<file path="src/rtl/uart_tx_frame_serializer.sv">
// UART transmit serializer: frames a parallel word with start, data, optional parity and 1/2 stop bits.
// Each line level is held for one BIT_TICK period; configuration is latched with the word.
module uart_tx_frame_serializer #(
    parameter int DATA_WIDTH = 8
) (
    input  logic                  CLK,
    input  logic                  RST,
    input  logic [DATA_WIDTH-1:0] P_DATA,
    input  logic                  DATA_VALID,
    input  logic                  MSB_FIRST,
    input  logic                  PAR_EN,
    input  logic                  PAR_TYP,
    input  logic                  STOP2,
    input  logic                  BIT_TICK,
    output logic                  TX_OUT,
    output logic                  ACCEPT,
    output logic                  BUSY,
    output logic                  FRAME_DONE
);
    localparam int CW = $clog2(DATA_WIDTH);
    localparam logic [CW-1:0] LAST_IDX = CW'(DATA_WIDTH - 1);

    typedef enum logic [2:0] {
        S_IDLE   = 3'd0,
        S_START  = 3'd1,
        S_DATA   = 3'd2,
        S_PARITY = 3'd3,
        S_STOP1  = 3'd4,
        S_STOP2  = 3'd5
    } state_t;

    state_t                  state_q, state_d;
    logic [CW-1:0]           idx_q, idx_d;
    logic [DATA_WIDTH-1:0]   data_q, data_d;
    logic                    msb_q, msb_d;
    logic                    par_en_q, par_en_d;
    logic                    par_q, par_d;
    logic                    stop2_q, stop2_d;
    logic                    tx_q, tx_d;
    logic                    busy_q, busy_d;
    logic                    take_s;
    logic                    done_s;
    logic [CW-1:0]           sel_s;

    function automatic logic parity_bit(input logic [DATA_WIDTH-1:0] d, input logic odd);
        return (^d) ^ odd;
    endfunction

    // Next-state, capture and next line level
    always_comb begin
        state_d  = state_q;
        idx_d    = idx_q;
        data_d   = data_q;
        msb_d    = msb_q;
        par_en_d = par_en_q;
        par_d    = par_q;
        stop2_d  = stop2_q;
        take_s   = 1'b0;
        done_s   = 1'b0;
        tx_d     = 1'b1;
        busy_d   = 1'b0;
        sel_s    = '0;
        if (BIT_TICK) begin
            case (state_q)
                S_IDLE: take_s = DATA_VALID;
                S_START: begin
                    state_d = S_DATA;
                    idx_d   = '0;
                end
                S_DATA: begin
                    if (idx_q == LAST_IDX) begin
                        idx_d   = '0;
                        state_d = par_en_q ? S_PARITY : S_STOP1;
                    end else begin
                        idx_d = idx_q + CW'(1);
                    end
                end
                S_PARITY: state_d = S_STOP1;
                S_STOP1: begin
                    if (stop2_q) begin
                        state_d = S_STOP2;
                    end else begin
                        done_s  = 1'b1;
                        take_s  = DATA_VALID;
                        state_d = S_IDLE;
                    end
                end
                S_STOP2: begin
                    done_s  = 1'b1;
                    take_s  = DATA_VALID;
                    state_d = S_IDLE;
                end
                default: state_d = S_IDLE;
            endcase
            // A capture at frame end overrides the return to idle: no gap bit between frames
            if (take_s) begin
                data_d   = P_DATA;
                msb_d    = MSB_FIRST;
                par_en_d = PAR_EN;
                par_d    = parity_bit(P_DATA, PAR_TYP);
                stop2_d  = STOP2;
                idx_d    = '0;
                state_d  = S_START;
            end else begin
                data_d = data_q;
            end
        end else begin
            state_d = state_q;
        end

        sel_s = msb_d ? (LAST_IDX - idx_d) : idx_d;
        case (state_d)
            S_IDLE:   tx_d = 1'b1;
            S_START:  tx_d = 1'b0;
            S_DATA:   tx_d = data_d[sel_s];
            S_PARITY: tx_d = par_d;
            S_STOP1:  tx_d = 1'b1;
            S_STOP2:  tx_d = 1'b1;
            default:  tx_d = 1'b1;
        endcase
        busy_d = (state_d != S_IDLE);
    end

    // State and output registers
    always_ff @(posedge CLK or posedge RST) begin
        if (RST) begin
            state_q  <= S_IDLE;
            idx_q    <= '0;
            data_q   <= '0;
            msb_q    <= 1'b0;
            par_en_q <= 1'b0;
            par_q    <= 1'b0;
            stop2_q  <= 1'b0;
            tx_q     <= 1'b1;
            busy_q   <= 1'b0;
        end else begin
            state_q  <= state_d;
            idx_q    <= idx_d;
            data_q   <= data_d;
            msb_q    <= msb_d;
            par_en_q <= par_en_d;
            par_q    <= par_d;
            stop2_q  <= stop2_d;
            tx_q     <= tx_d;
            busy_q   <= busy_d;
        end
    end

    // Handshake pulses are decoded in the capture cycle; reset masks them at once
    assign ACCEPT     = take_s & ~RST;
    assign FRAME_DONE = done_s & ~RST;
    assign TX_OUT     = tx_q;
    assign BUSY       = busy_q;

endmodule

</file>
<file path="config.mk">
export PLATFORM = sky130hd
export DESIGN_NAME = uart_tx_frame_serializer
export DESIGN_NICKNAME = d
export VERILOG_FILES = /design/src/rtl/uart_tx_frame_serializer.sv
export SDC_FILE = /design/constraint.sdc
export NUM_CORES = 1
export LEC_CHECK = 0
export CAP_MARGIN = 10
export CORE_MARGIN = 4
export CORE_UTILIZATION = 48
export DETAILED_ROUTE_END_ITERATION = 8
export PLACE_DENSITY = 0.72
export SLEW_MARGIN = 10
export SYNTH_ARGS = -nofsm -noshare
export SYNTH_HDL_FRONTEND = slang
export SYNTH_SLANG_ARGS = --single-unit
export TNS_END_PERCENT = 50
</file>
<file path="constraint.sdc">
create_clock -name CLK -period 2.6 [get_ports CLK]
set_clock_uncertainty 0.05 [all_clocks]
set_input_delay 0.52 -clock CLK [delete_from_list [all_inputs] [get_ports CLK]]
set_output_delay 0.52 -clock CLK [all_outputs]
set_load 0.01 [all_outputs]
</file>
==> results by group, run 1 <==
Yosys
  – Synthesis-stage register bit count: 20
  – Post-synth EDFFs: 0
  – Synth Warn #: 0
  – FFs w/ async S/R, synth: 100%
  – Synthesized area: between 1000 and 1500 sq um
  – Synth top area cells: dfrtp_1 35%, nand2_1 11%, xnor2_1 5.8%
  – Syn_nets: roughly 170
  – Ys flop type: dfrtp_1
  – Synth Instances: between 150 and 200
  – Synth cell types: between 40 and 50
  – Register area share after synthesis: 36.8%
  – Avg Cell Area, Syn: 8.85 sq um
  – Synth top area share: a little over a third
  – Largest area contributor in the netlist: dfrtp_1

Worst setup path
  – RR Startpoint: idx_q[0]
  – Critical Path RT: around 2800 ps
  – CP Capture Type: register
  – Slowest CP cell: dfrtp_1
  – Delay-heaviest family, CP: simple AND/OR/NAND/NOR gates
  – Critical Path Max Stage Delay: 410 ps
  – Crit-path cells: ha_2 -> ha_2 -> nor4b_4 -> mux2_4 -> a22oi_4 -> buf_6 -> or3_1 -> a41oi_2 -> a311oi_2 -> o211ai_2
  – Max FO, Critical Path: 6
  – CP Launch Type: register
  – Critical path origin: idx_q[0]
  – Cell mode on critical path: ha_2
  – WP buf/inv: 1
  – WP data arrival: about 2700 ps
  – WS Path Type: reg2reg

Routing
  – # DRC: 0
  – DR WL/cell: ~14 um
  – Vias: ~1,200
  – Remaining antenna violation count after routing: 0
  – Drt first pass iters: 4
  – Drt total wl: 3.19 mm
  – Initial DRC Count: 56
  – Vias per inst: ~5.5

Floorplanning
  – Total I/O pin count: 20
  – Die Span Y: a little over 60 um
  – Die Wd: between 60 and 70 um
  – Initial core utilization: 49.8%
  – Core box area: roughly 2700 sq um
  – FP Rows: 19
  – Die ar.: approximately 3800 sq um

Job
  – Max cap viols: 0

Run status
  – Status: finished clean

Power and ir drop
  – Leakage: approximately 0.85 nW
  – Int Power: around 1.2 mW
  – Clock share of power: 13.4%
  – Reg power frac: about 33%
  – Logic pwr share: ~54%
  – Switch Pwr: between 700 and 800 uW
  – Sw Share: between 30 and 40%
  – IR drop worst, VDD: between 0.0006 and 0.0007 V
  – Pwr dens: 1050 nW/um^2

GRT
  – Largest net degree at the start of global routing: 21
  – Global-route wire length before repair: just over 5 mm
  – Antenna violations before repair: 0
  – GRT Total Usage: roughly 18%
  – Total gr overflow: 0
  – Vias in the first global route: roughly 1,200

Hold path
  – Hold Crit Class: reg2reg
  – Min-delay src: data_q[3]

Final layout
  – Net count, final: 210
  – Finished Layout Cells: about 220
  – Most common cell after layout, fill and taps aside: nand2_1
  – Area growth, synth to finish: 32.0%
  – Share of cells above drive strength 1: a little over a fifth
  – ANT cells: 0
  – Most frequent cells in the layout: 41 x nand2_1, 19 x dfrtp_1, 19 x buf_4
  – Core Util, Final: between 60% and 70%

Clock network
  – CTS sink cnt: 20
  – Root Buffer: clkbuf_4
  – Total CTS buffers: 3
  – CTS tree: done
  – CTS Hold Bufs: 0
  – H-Tree Depth: 1
  – Clock-pin slew on the worst setup and hold paths: about 120 ps
  – CTS Buffer Depth: 2
  – Worst skew pair latency: around 300 ps

STA
  – Final Setup Violations: 0
  – Period minus WS final: 2540 ps
  – Worst Setup Slack, final: 64.7 ps
  – Worst Max-Slew Pin Slew: approximately 750 ps
  – Tcrit/Tclk final: between 90% and 100%
  – FMAX: ~390 MHz
  – Pins Over Slew Limit: 0
  – Max-Slew Margin vs Limit: between 40% and 50%
  – Hold Vio Cnt, Final: 0

Placement
  – Place WS: -263 ps
  – IO Port Bufs: 19
  – RD Place Congestion: around 0.84
  – Placed cells: approximately 210
  – Post-DP HPWL: 2.28 mm
-- sequential cells by signal, indices dropped and copies added, names as in the netlist --
signal	flops
data_q	8
idx_q	3
state_q	3
BUSY	1
TX_OUT	1
msb_q	1
par_en_q	1
par_q	1
stop2_q	1
-- logic make-up (layout without fill, tap and decap cells) --
logic type      after synthesis  count (layout)  synth area share [%]
compound gates               26              26                  16.0
xor+xnor                     11              11                  7.07
fa+ha+maj                     3               3                  2.76
buf+inv                      12              48                  4.50
flops                        20              20                  36.8
mux                           4               4                  3.40
simple gates                 78              78                  29.5
-- cells in the mapped netlist (3+ instances only) --
master	number
a21oi_1	3
clkbuf_1	4
dfrtp_1	19
ha_1	3
inv_1	4
nand2_1	41
nand2b_1	3
nand3_1	3
nand4b_1	3
nor2_1	8
o21ai_0	3
or3_1	3
xnor2_1	9
-- layer usage --
| layer | vias to the layer above | global-route usage, % | part of all wire [%] |
|---|---|---|---|
| met1 | 580 | 23.2 | 42 |
| met4 | 0 | 5.57 | 0.56 |
| met2 | 21 | 32.5 | 53 |
| met3 | 2 | 1.89 | 3.9 |
| met5 | - | 0 | 0 |
| li1 | 606 | - | - |
-- timing repair --
| action | 4_1_cts | 5_1_grt |
|---|---|---|
| resized for setup | 3 | 5 |
| pin swaps | 0 | 4 |
| endpoints found under the setup margin | 3 | 1 |
| setup buffers | 0 | 3 |
-- power by group through the flow --
stage          clock (mW)  sequential, mW  combinational (mW)
2_1_floorplan           0           0.552               0.694
3_3_place_gp            0           0.618               0.920
6_report            0.254           0.626                1.02
4_1_cts             0.257           0.619               0.957
5_1_grt             0.276           0.649                1.12
3_5_place_dp            0           0.622               0.945
-- worst paths after layout --
check                            end  cells after the start  slack [ps]
setup / recovery              TX_OUT                     10          60
setup reg to reg              TX_OUT                     10          60
max in group asynchronous  data_q[0]                      2        1340
hold reg to reg            data_q[3]                      2         440
min in group asynchronous    stop2_q                      2         680
hold / removal             data_q[3]                      2         440
-- metrics by stage --
| step | TNS, ps | hold WS [ps] | instance area [sq um] | power [mW] |
|---|---|---|---|---|
| floorplan | 0 | 390 | 1360 | 1.25 |
| global placement | -258 | 418 | 1690 | 1.54 |
| detailed placement | -410 | 416 | 1690 | 1.57 |
| CTS | 0 | 446 | 1750 | 1.83 |
| global route | -57.3 | 467 | 1800 | 2.04 |
| finish | 0 | 439 | 1800 | 1.89 |
-- layout make-up --
class / count / area [sq um]
multi-input combinational: 122 / 828
sequential: 20 / 502
clock buffer: 3 / 22.5
tap: 31 / 38.8
clock inverter: 1 / 30.0
inverter: 4 / 15.0
fill: 227 / 936
timing repair buffer: 40 / 362
-- worst register-to-register path: stages, from the launching register on --
cell,delay [ps]
dfrtp_1,410
ha_2,200
ha_2,190
nor4b_4,340
mux2_4,220
a22oi_4,80
buf_6,150
or3_1,400
a41oi_2,230
a311oi_2,60
o211ai_2,150
Note: power is estimated with default switching activity, not from simulation.
==> run 2: changes to the inputs <==
--- a/config.mk
+++ b/config.mk
@@ -9,8 +9,8 @@
 export CORE_MARGIN = 4
 export CORE_UTILIZATION = 48
 export DETAILED_ROUTE_END_ITERATION = 8
+export MAX_ROUTING_LAYER = met4
 export PLACE_DENSITY = 0.72
-export SLEW_MARGIN = 10
 export SYNTH_ARGS = -nofsm -noshare
 export SYNTH_HDL_FRONTEND = slang
 export SYNTH_SLANG_ARGS = --single-unit
==> results by group, run 2 (synthesis results as in run 1) <==
Run status
  – Status: finished clean

GRT
  – Global-route wire length before repair: between 5 and 6 mm
  – Largest net degree at the start of global routing: 21
  – Antenna violations before repair: 0
  – Vias in the first global route: 1,219
  – Total gr overflow: 0
  – GRT Total Usage: ~19%

Routing
  – Met2 WL post-DR: 1.66 mm
  – Vias: approximately 1,200
  – WL met1: 1.25 mm
  – # DRC: 0
  – Initial DRC Count: between 70 and 80
  – Remaining antenna violation count after routing: 0
  – Top Metal Used: met4
  – Vias per inst: roughly 5.6
  – Drt first pass iters: 4
  – DR WL/cell: roughly 14 um
  – Drt total wl: about 3.1 mm
  – Met3 wire len: between 100 and 150 um

Final layout
  – ANT cells: 0
  – Share of cells above drive strength 1: a little over a fifth
  – Most common cell after layout, fill and taps aside: nand2_1
  – Area growth, synth to finish: 31.8%
  – Net count, final: between 200 and 250
  – Largest regs: data_q (8), idx_q (3), state_q (3)
  – Max reg flops: 8
  – Biggest register: data_q
  – Most frequent cells in the layout: 41 x nand2_1, 19 x dfrtp_1, 18 x buf_4

Power and ir drop
  – Pwr dens: between 1000 and 1500 nW/um^2
  – Int Power: between 1 and 1.5 mW
  – Sw Share: between 40 and 50%
  – Pwr Total: 1.82 mW
  – Clock share of power: between 10% and 20%
  – IR drop worst, VDD: roughly 0.00073 V
  – Leakage: 0.850 nW
  – Logic pwr share: around 56%
  – Reg power frac: between 30% and 40%
  – Switch Pwr: 736 uW

Worst setup path
  – CP Capture Type: register
  – CP Launch Type: register
  – RR Startpoint: idx_q[1]
  – WP data arrival: about 2700 ps
  – Max FO, Critical Path: 6
  – Critical path origin: idx_q[1]
  – Critical Path RT: ~2800 ps
  – WS Path Type: reg2reg

Floorplanning
  – Die Span Y: about 61 um
  – FP Rows: 19
  – Die Wd: 61.3 um
  – Core box area: 2730 sq um
  – Die ar.: approximately 3800 sq um
  – Total I/O pin count: 20
  – Initial core utilization: 49.8%

STA
  – Period minus WS final: 2500 ps
  – Unrepaired setup endpoints after global routing: true
  – Hold Vio Cnt, Final: 0
  – Worst Max-Slew Pin Slew: ~750 ps
  – Worst Setup Slack, final: ~100 ps
  – Pins Over Slew Limit: 0
  – Max-Slew Margin vs Limit: between 40% and 50%
  – Final Setup Violations: 0
  – Tcrit/Tclk final: 96.2%
  – FMAX: roughly 400 MHz

Clock network
  – Total CTS buffers: 3
  – CTS Buffer Depth: 2
  – Worst skew pair latency: slightly above 300 ps
  – CTS tree: done
  – CTS sink cnt: 20
  – H-Tree Depth: 1
  – Root Buffer: clkbuf_4
  – Clock-pin slew on the worst setup and hold paths: about 110 ps

Hold path
  – Hold Crit Class: reg2reg
  – Min-delay src: data_q[4]

Placement
  – Place WS: -241 ps
  – RD Place Congestion: 0.871
  – Post-DP HPWL: approximately 2.3 mm
  – IO Port Bufs: 19

Job
  – Max cap viols: 0
[run 2: final cells by class]
type | count | area (sq um)
repair buffers | 39 | 357
inverters | 4 | 15.0
flip-flops and latches | 20 | 502
well taps | 31 | 38.8
multi-input cells | 122 | 847
clock buffers | 4 | 36.3
fillers | 223 | 938
[run 2: power by group through the flow]
stage / clock, mW / combinational, mW / sequential, mW
global route: 0.201 / 1.12 / 0.651
detailed placement: 0 / 0.952 / 0.623
CTS: 0.188 / 0.965 / 0.620
global placement: 0 / 0.920 / 0.618
finish: 0.182 / 1.02 / 0.627
floorplan: 0 / 0.694 / 0.552
[run 2: path summary, 6_finish.rpt]
kind                            depth (start not counted)  slack [ps]        end
worst max-delay path                                   10         100     TX_OUT
worst min register to register                          2         430  data_q[4]
worst max register to register                         10         100     TX_OUT
min in group asynchronous                               2         670   par_en_q
max in group asynchronous                               2        1360  data_q[3]
worst min-delay path                                    2         430  data_q[4]
[run 2: timing repair]
item | in CTS | in global routing
hold buffers | 0 | 0
setup buffers | 0 | 2
pin swaps | 0 | 4
gates resized for setup | 3 | 9
endpoints found under the setup margin | 3 | 2
[run 2: worst max-delay path, stage by stage, from the launching register on]
cell and delay [ps]:
dfrtp_1 410, ha_2 200, ha_4 180, nor4b_4 350, mux2_4 220, a22oi_4 70
buf_6 150, or3_4 380, a41oi_2 200, a311oi_2 60, o211ai_2 140
[run 2: metrics by stage]
| stage | std cells | TNS, ps | hold WS [ps] | utilization [%] | instance area, sq um |
|---|---|---|---|---|---|
| 5_1_grt | 220 | -3.58 | 482 | 65.7 | 1800 |
| 4_1_cts | 218 | 0 | 438 | 63.5 | 1740 |
| 6_report | 220 | 0 | 431 | 65.7 | 1800 |
| 3_3_place_gp | 214 | -263 | 418 | 61.9 | 1690 |
| 2_1_floorplan | 154 | 0 | 390 | - | 1360 |
| 3_5_place_dp | 214 | -416 | 411 | 61.9 | 1690 |
[run 2: routing by layer]
layer  track usage, %  up-vias
met2             34.7       29
met5                -        -
met1             20.6      595
li1                 -      608
met3             2.31        5
met4             9.60        0
==> RTL change 1 (flow settings as in run 1) <==
Put a register stage on the outputs `ACCEPT` and `FRAME_DONE`, with the module's reset. The values now appear one clock later. The other outputs are not delayed to match.
--- a/src/rtl/uart_tx_frame_serializer.sv
+++ b/src/rtl/uart_tx_frame_serializer.sv
@@ -147,8 +147,15 @@
     end
 
     // Handshake pulses are decoded in the capture cycle; reset masks them at once
-    assign ACCEPT     = take_s & ~RST;
-    assign FRAME_DONE = done_s & ~RST;
+    always_ff @(posedge CLK or posedge RST) begin
+        if (RST) begin
+            ACCEPT     <= '0;
+            FRAME_DONE <= '0;
+        end else begin
+            ACCEPT     <= take_s & ~RST;
+            FRAME_DONE <= done_s & ~RST;
+        end
+    end
     assign TX_OUT     = tx_q;
     assign BUSY       = busy_q;
 
Check against the original RTL: not equivalent (Yosys sat finds a counterexample within 4 cycles, from zero or initial values and one cycle with RST high).
==> RTL change 1 against run 1 <==
Worst setup slack better by 17 ps. Routed wire length down 11%. Synthesized area fell by 4.5%. Design area decreased by 7.3%. Maximum frequency increased by 0.68%. Power decreased by 18%. Sequential share of layout area rose by 5.2 points. Sequential power down 3.5%. Sequential cell count up 2. Global-route usage shrank 0.21 points.
==> RTL change 1: results (changes against run 1) <==
INFO  metric place_worst_setup_slack = -276.1 ps (was -262.7 ps)
INFO  metric layout-drive-gt1-share = 0.1543 (was 0.2105)
INFO  metric hold-worst-slack = 396.5 ps (was 439.4 ps)
INFO  metric routedLengthMet1 = 1.248 mm (was 1.355 mm)
INFO  metric wl_met2 = 1.383 mm (was 1.693 mm)
INFO  metric placed_cell_area = 1556 µm² (was 1693 µm²)
INFO  metric grt_pass1_vias = 1088 (was 1190)
INFO  metric outcome = complete, no violations (unchanged)
INFO  metric synth_compound_area_frac = 0.1202 (was 0.1598)
INFO  metric critPathArrivalTime = 2710 ps (was 2730 ps)
INFO  metric adder_and_majority_gate_portion_of_the_synthesized_area = 0.02885 (was 0.02755)
INFO  metric yosys-top-cells-area = sky130_fd_sc_hd__dfrtp_1, sky130_fd_sc_hd__nand2_1, sky130_fd_sc_hd__xnor2_1 (unchanged)
INFO  metric dp_hpwl = 2.188 mm (was 2.282 mm)
INFO  metric synth_xor_xnor_area_share = 0.05385 (was 0.07071)
INFO  metric crit_path_top_delay_cell = sky130_fd_sc_hd__or4_1 (was sky130_fd_sc_hd__dfrtp_1)
INFO  metric num-fill-cells = 223 (was 227)
INFO  metric yosys.cell_types.count = 44 (was 49)
INFO  metric critPathMaxFanout = 2 (was 6)
INFO  metric worst_slack = 81.81 ps (was 64.72 ps)
INFO  metric layout.cells.non_filler = 205 (was 221)
INFO  metric wl = 2.839 mm (was 3.191 mm)
INFO  metric regToRegSetupSlack = 80 ps (was 60 ps)
INFO  metric min-delay-path-class = primary input to asynchronous set/reset pin (was flop to flop)
INFO  metric most_common_library_cells_after_synthesis = sky130_fd_sc_hd__nand2_1, sky130_fd_sc_hd__dfrtp_1, sky130_fd_sc_hd__nor2_1, sky130_fd_sc_hd__xnor2_1, sky130_fd_sc_hd__o21ai_0 (was sky130_fd_sc_hd__nand2_1, sky130_fd_sc_hd__dfrtp_1, sky130_fd_sc_hd__xnor2_1, sky130_fd_sc_hd__nor2_1)
INFO  metric power.internal = 1.004 mW (was 1.156 mW)
INFO  metric detailroute.wirelength.met3 = 180 µm (was 123 µm)
INFO  metric irDropWorstVdd = 735.4 µV (was 689.9 µV)
INFO  metric syn-mean-instance-area = 8.852 µm² (was 8.848 µm²)
INFO  metric grt_util_all_layers = 0.1805 (was 0.1827)
INFO  metric wire_length_of_the_first_global_routing_pass = 4.892 mm (was 5.133 mm)
INFO  metric vias = 1166 (was 1209)
INFO  metric synth.mux.area_fraction = 0.02500 (was 0.03398)
INFO  metric worst_r2r_path_depth = 8 (was 10)
INFO  metric detailedRoute.firstIterationViolations = 36 (was 56)
INFO  metric synth_fp_nets = 166 (was 173)
INFO  metric p_clk_frac = 0.169 (was 0.134)
INFO  metric synth_sequential_area_ratio = 0.4240 (was 0.3682)
INFO  metric crit-reg2reg-launch = idx_q[1] (was idx_q[0])
[RTL change 1: layer usage]
metal | track usage | up-vias
li1 | - | 560
met1 | 0.2388 | 566
met2 | 0.2978 | 36
met3 | 0.04752 | 4
met4 | 0.03481 | 0
met5 | 0 | -
[RTL change 1: power by group through the flow]
stage          combinational, mW  clock (mW)  sequential [mW]
2_1_floorplan              0.465           0            0.572
3_3_place_gp               0.609           0            0.614
3_5_place_dp               0.639           0            0.610
4_1_cts                    0.655       0.267            0.599
5_1_grt                    0.774       0.289            0.627
6_report                   0.694       0.264            0.604
[RTL change 1: final cells by class]
class	count	area (µm²)	area share
clock inverter	1	30.03	0.01802
inverter	5	18.77	0.01126
clock buffer	3	22.52	0.01351
timing repair buffer	31	282.8	0.1697
tap	30	37.54	0.02252
multi-input combinational	113	723.2	0.4339
sequential	22	551.8	0.3311
[RTL change 1: repair_timing]
item                                    CTS  global route
endpoints found under the setup margin    1             1
pin swaps                                 0             4
gates resized for setup                   0             8
buffers inserted                          1             2
hold buffers                              0             0
==> RTL change 2 (settings of run 1) <==
Made on the original files. `DATA_WIDTH`: 8 -> 4.
--- a/src/rtl/uart_tx_frame_serializer.sv
+++ b/src/rtl/uart_tx_frame_serializer.sv
@@ -1,7 +1,7 @@
 // UART transmit serializer: frames a parallel word with start, data, optional parity and 1/2 stop bits.
 // Each line level is held for one BIT_TICK period; configuration is latched with the word.
 module uart_tx_frame_serializer #(
-    parameter int DATA_WIDTH = 8
+    parameter int DATA_WIDTH = 4
 ) (
     input  logic                  CLK,
     input  logic                  RST,
Ports: changed (resized P_DATA); port bits go from 20 to 16. The function was not compared with the original's and may differ.
==> RTL change 2 against run 1 <==
Count of clock-buffer cells in the layout did not move. Cell count shrank 32%. Synthesized area decreased by 27%. Maximum frequency grew 1.2%. Design area down 31%. Synthesized cell count fell by 35%. Critical endpoint is now FRAME_DONE. Power is 32% lower. Routed wire length down 34%. Sequential cell count down 5. Worst setup slack gained 30 ps.
==> RTL change 2: results (changes against run 1) <==
INFO  metric num-nets-final = 137 (was 210)
INFO  metric grt_util_all_layers = 0.1756 (was 0.1827)
INFO  metric wl = 2.104 mm (was 3.191 mm)
INFO  metric critPathMaxFanout = 9 (was 6)
INFO  metric num-fill-cells = 178 (was 227)
INFO  metric placed_cell_area = 1222 µm² (was 1693 µm²)
INFO  metric power.density = 1036 nW/µm² (was 1054 nW/µm²)
INFO  metric grt_pass1_vias = 836 (was 1190)
INFO  metric dp_hpwl = 1.643 mm (was 2.282 mm)
INFO  metric yosys.cell_types.count = 47 (was 49)
INFO  metric critPathLaunch = BIT_TICK (was idx_q[0])
INFO  metric yosys-top-cells-area = sky130_fd_sc_hd__dfrtp_1, sky130_fd_sc_hd__mux2_1, sky130_fd_sc_hd__xnor2_1 (was sky130_fd_sc_hd__dfrtp_1, sky130_fd_sc_hd__nand2_1, sky130_fd_sc_hd__xnor2_1)
INFO  metric gp_congestion = 0.8024 (was 0.8395)
INFO  metric power.static_leakage = 0.5496 nW (was 0.8512 nW)
INFO  metric path_delay_family = buffers and inverters (was simple AND/OR/NAND/NOR gates)
INFO  metric min_path_cells = 1 (was 2)
INFO  metric dp_cells = 146 (was 214)
INFO  metric number_of_port_buffers = 15 (was 19)
INFO  metric insertion_delay = 280 ps (was 300 ps)
INFO  metric worst_setup_hold_path_clk_slew = 90 ps (was 120 ps)
INFO  metric critPathArrivalTime = 1940 ps (was 2730 ps)
INFO  metric total_switching_power = 519.4 µW (was 737.8 µW)
INFO  metric worst_r2r_path_depth = 7 (was 10)
INFO  metric register_area = 376.6 µm² (was 501.7 µm²)
INFO  metric most_common_library_cells_after_synthesis = sky130_fd_sc_hd__dfrtp_1, sky130_fd_sc_hd__inv_1, sky130_fd_sc_hd__mux2_1, sky130_fd_sc_hd__nor3_1 (was sky130_fd_sc_hd__nand2_1, sky130_fd_sc_hd__dfrtp_1, sky130_fd_sc_hd__xnor2_1, sky130_fd_sc_hd__nor2_1)
INFO  metric layout_top_registers = data_q x4, state_q x3, idx_q x2 (was data_q x8, idx_q x3, state_q x3)
INFO  metric regToRegSetupSlack = 570 ps (was 60 ps)
INFO  metric irDropWorstVdd = 553.9 µV (was 689.9 µV)
INFO  metric timing.final.crit_share = 0.9636 (was 0.9751)
INFO  metric outcome = complete, no violations (unchanged)
INFO  metric synthCells = 100 (was 154)
INFO  metric worst_setup_path_endpoint = FRAME_DONE (was TX_OUT)
INFO  metric detailedRoute.firstIterationViolations = 28 (was 56)
INFO  metric tightest_slew_margin_relative_to_the_limit = 0.7886 (was 0.4986)
INFO  metric place_worst_setup_slack = -30.77 ps (was -262.7 ps)
INFO  metric crit_path_top_delay_cell = sky130_fd_sc_hd__clkdlybuf4s50_1 (was sky130_fd_sc_hd__dfrtp_1)
-- RTL change 2: changes by cell type in the layout (fill, tap and decap cells not counted), sizes merged, moves of 3 or more --
| cell | run 1 | this run |
|---|---|---|
| mux2 | 2 | 6 |
| nor3 | 1 | 5 |
| nand3 | 3 | 0 |
| xnor2 | 9 | 4 |
| clkdlybuf4s50 | 17 | 14 |
| buf | 21 | 9 |
| nand2 | 41 | 4 |
| nor2 | 8 | 3 |
| dfrtp | 19 | 14 |
-- RTL change 2: per-layer routing --
metal  track usage  up-vias  part of all wire
met2        0.2918        9              0.51
li1              -      416                 -
met1        0.2300      411              0.46
met4       0.06383        0             0.014
met3       0.02770        4             0.018
met5             0        -                 0
-- RTL change 2: what timing repair did --
action,4_1_cts,5_1_grt
endpoints found under the setup margin,1,0
endpoints found under the hold margin,0,0
resized for setup,1,0
hold buffers,0,0
-- RTL change 2: power groups by stage --
stage	clock network (mW)	logic, mW	registers, mW
finish	0.136	0.718	0.440
global placement	0	0.694	0.437
global route	0.152	0.792	0.463
floorplan	0	0.530	0.424
detailed placement	0	0.710	0.445
CTS	0.138	0.719	0.441
-- RTL change 2: logic make-up (layout without fill, tap and decap cells) --
group                    count (synthesis)  count (layout)  share of synthesized area
flip-flops                              15              15                     0.3767
AO/OA/AOI/OAI                           30              30                     0.2390
XOR/XNOR                                 5               5                    0.04380
adder cells (fa/ha/maj)                  1               1                    0.01251
AND/OR/NAND/NOR                         32              32                     0.2053
buffers and inverters                   11              34                    0.05130
multiplexers                             6               6                    0.07133
-- RTL change 2: layout make-up --
type                            count  share of cell area
Timing Repair Buffer               24              0.1733
Inverter                            6             0.01804
Clock inverter                      1            0.004008
Clock buffer                        3             0.01804
Tap cell                           27             0.02705
Sequential cell                    15              0.3016
Multi-Input combinational cell     74              0.4579
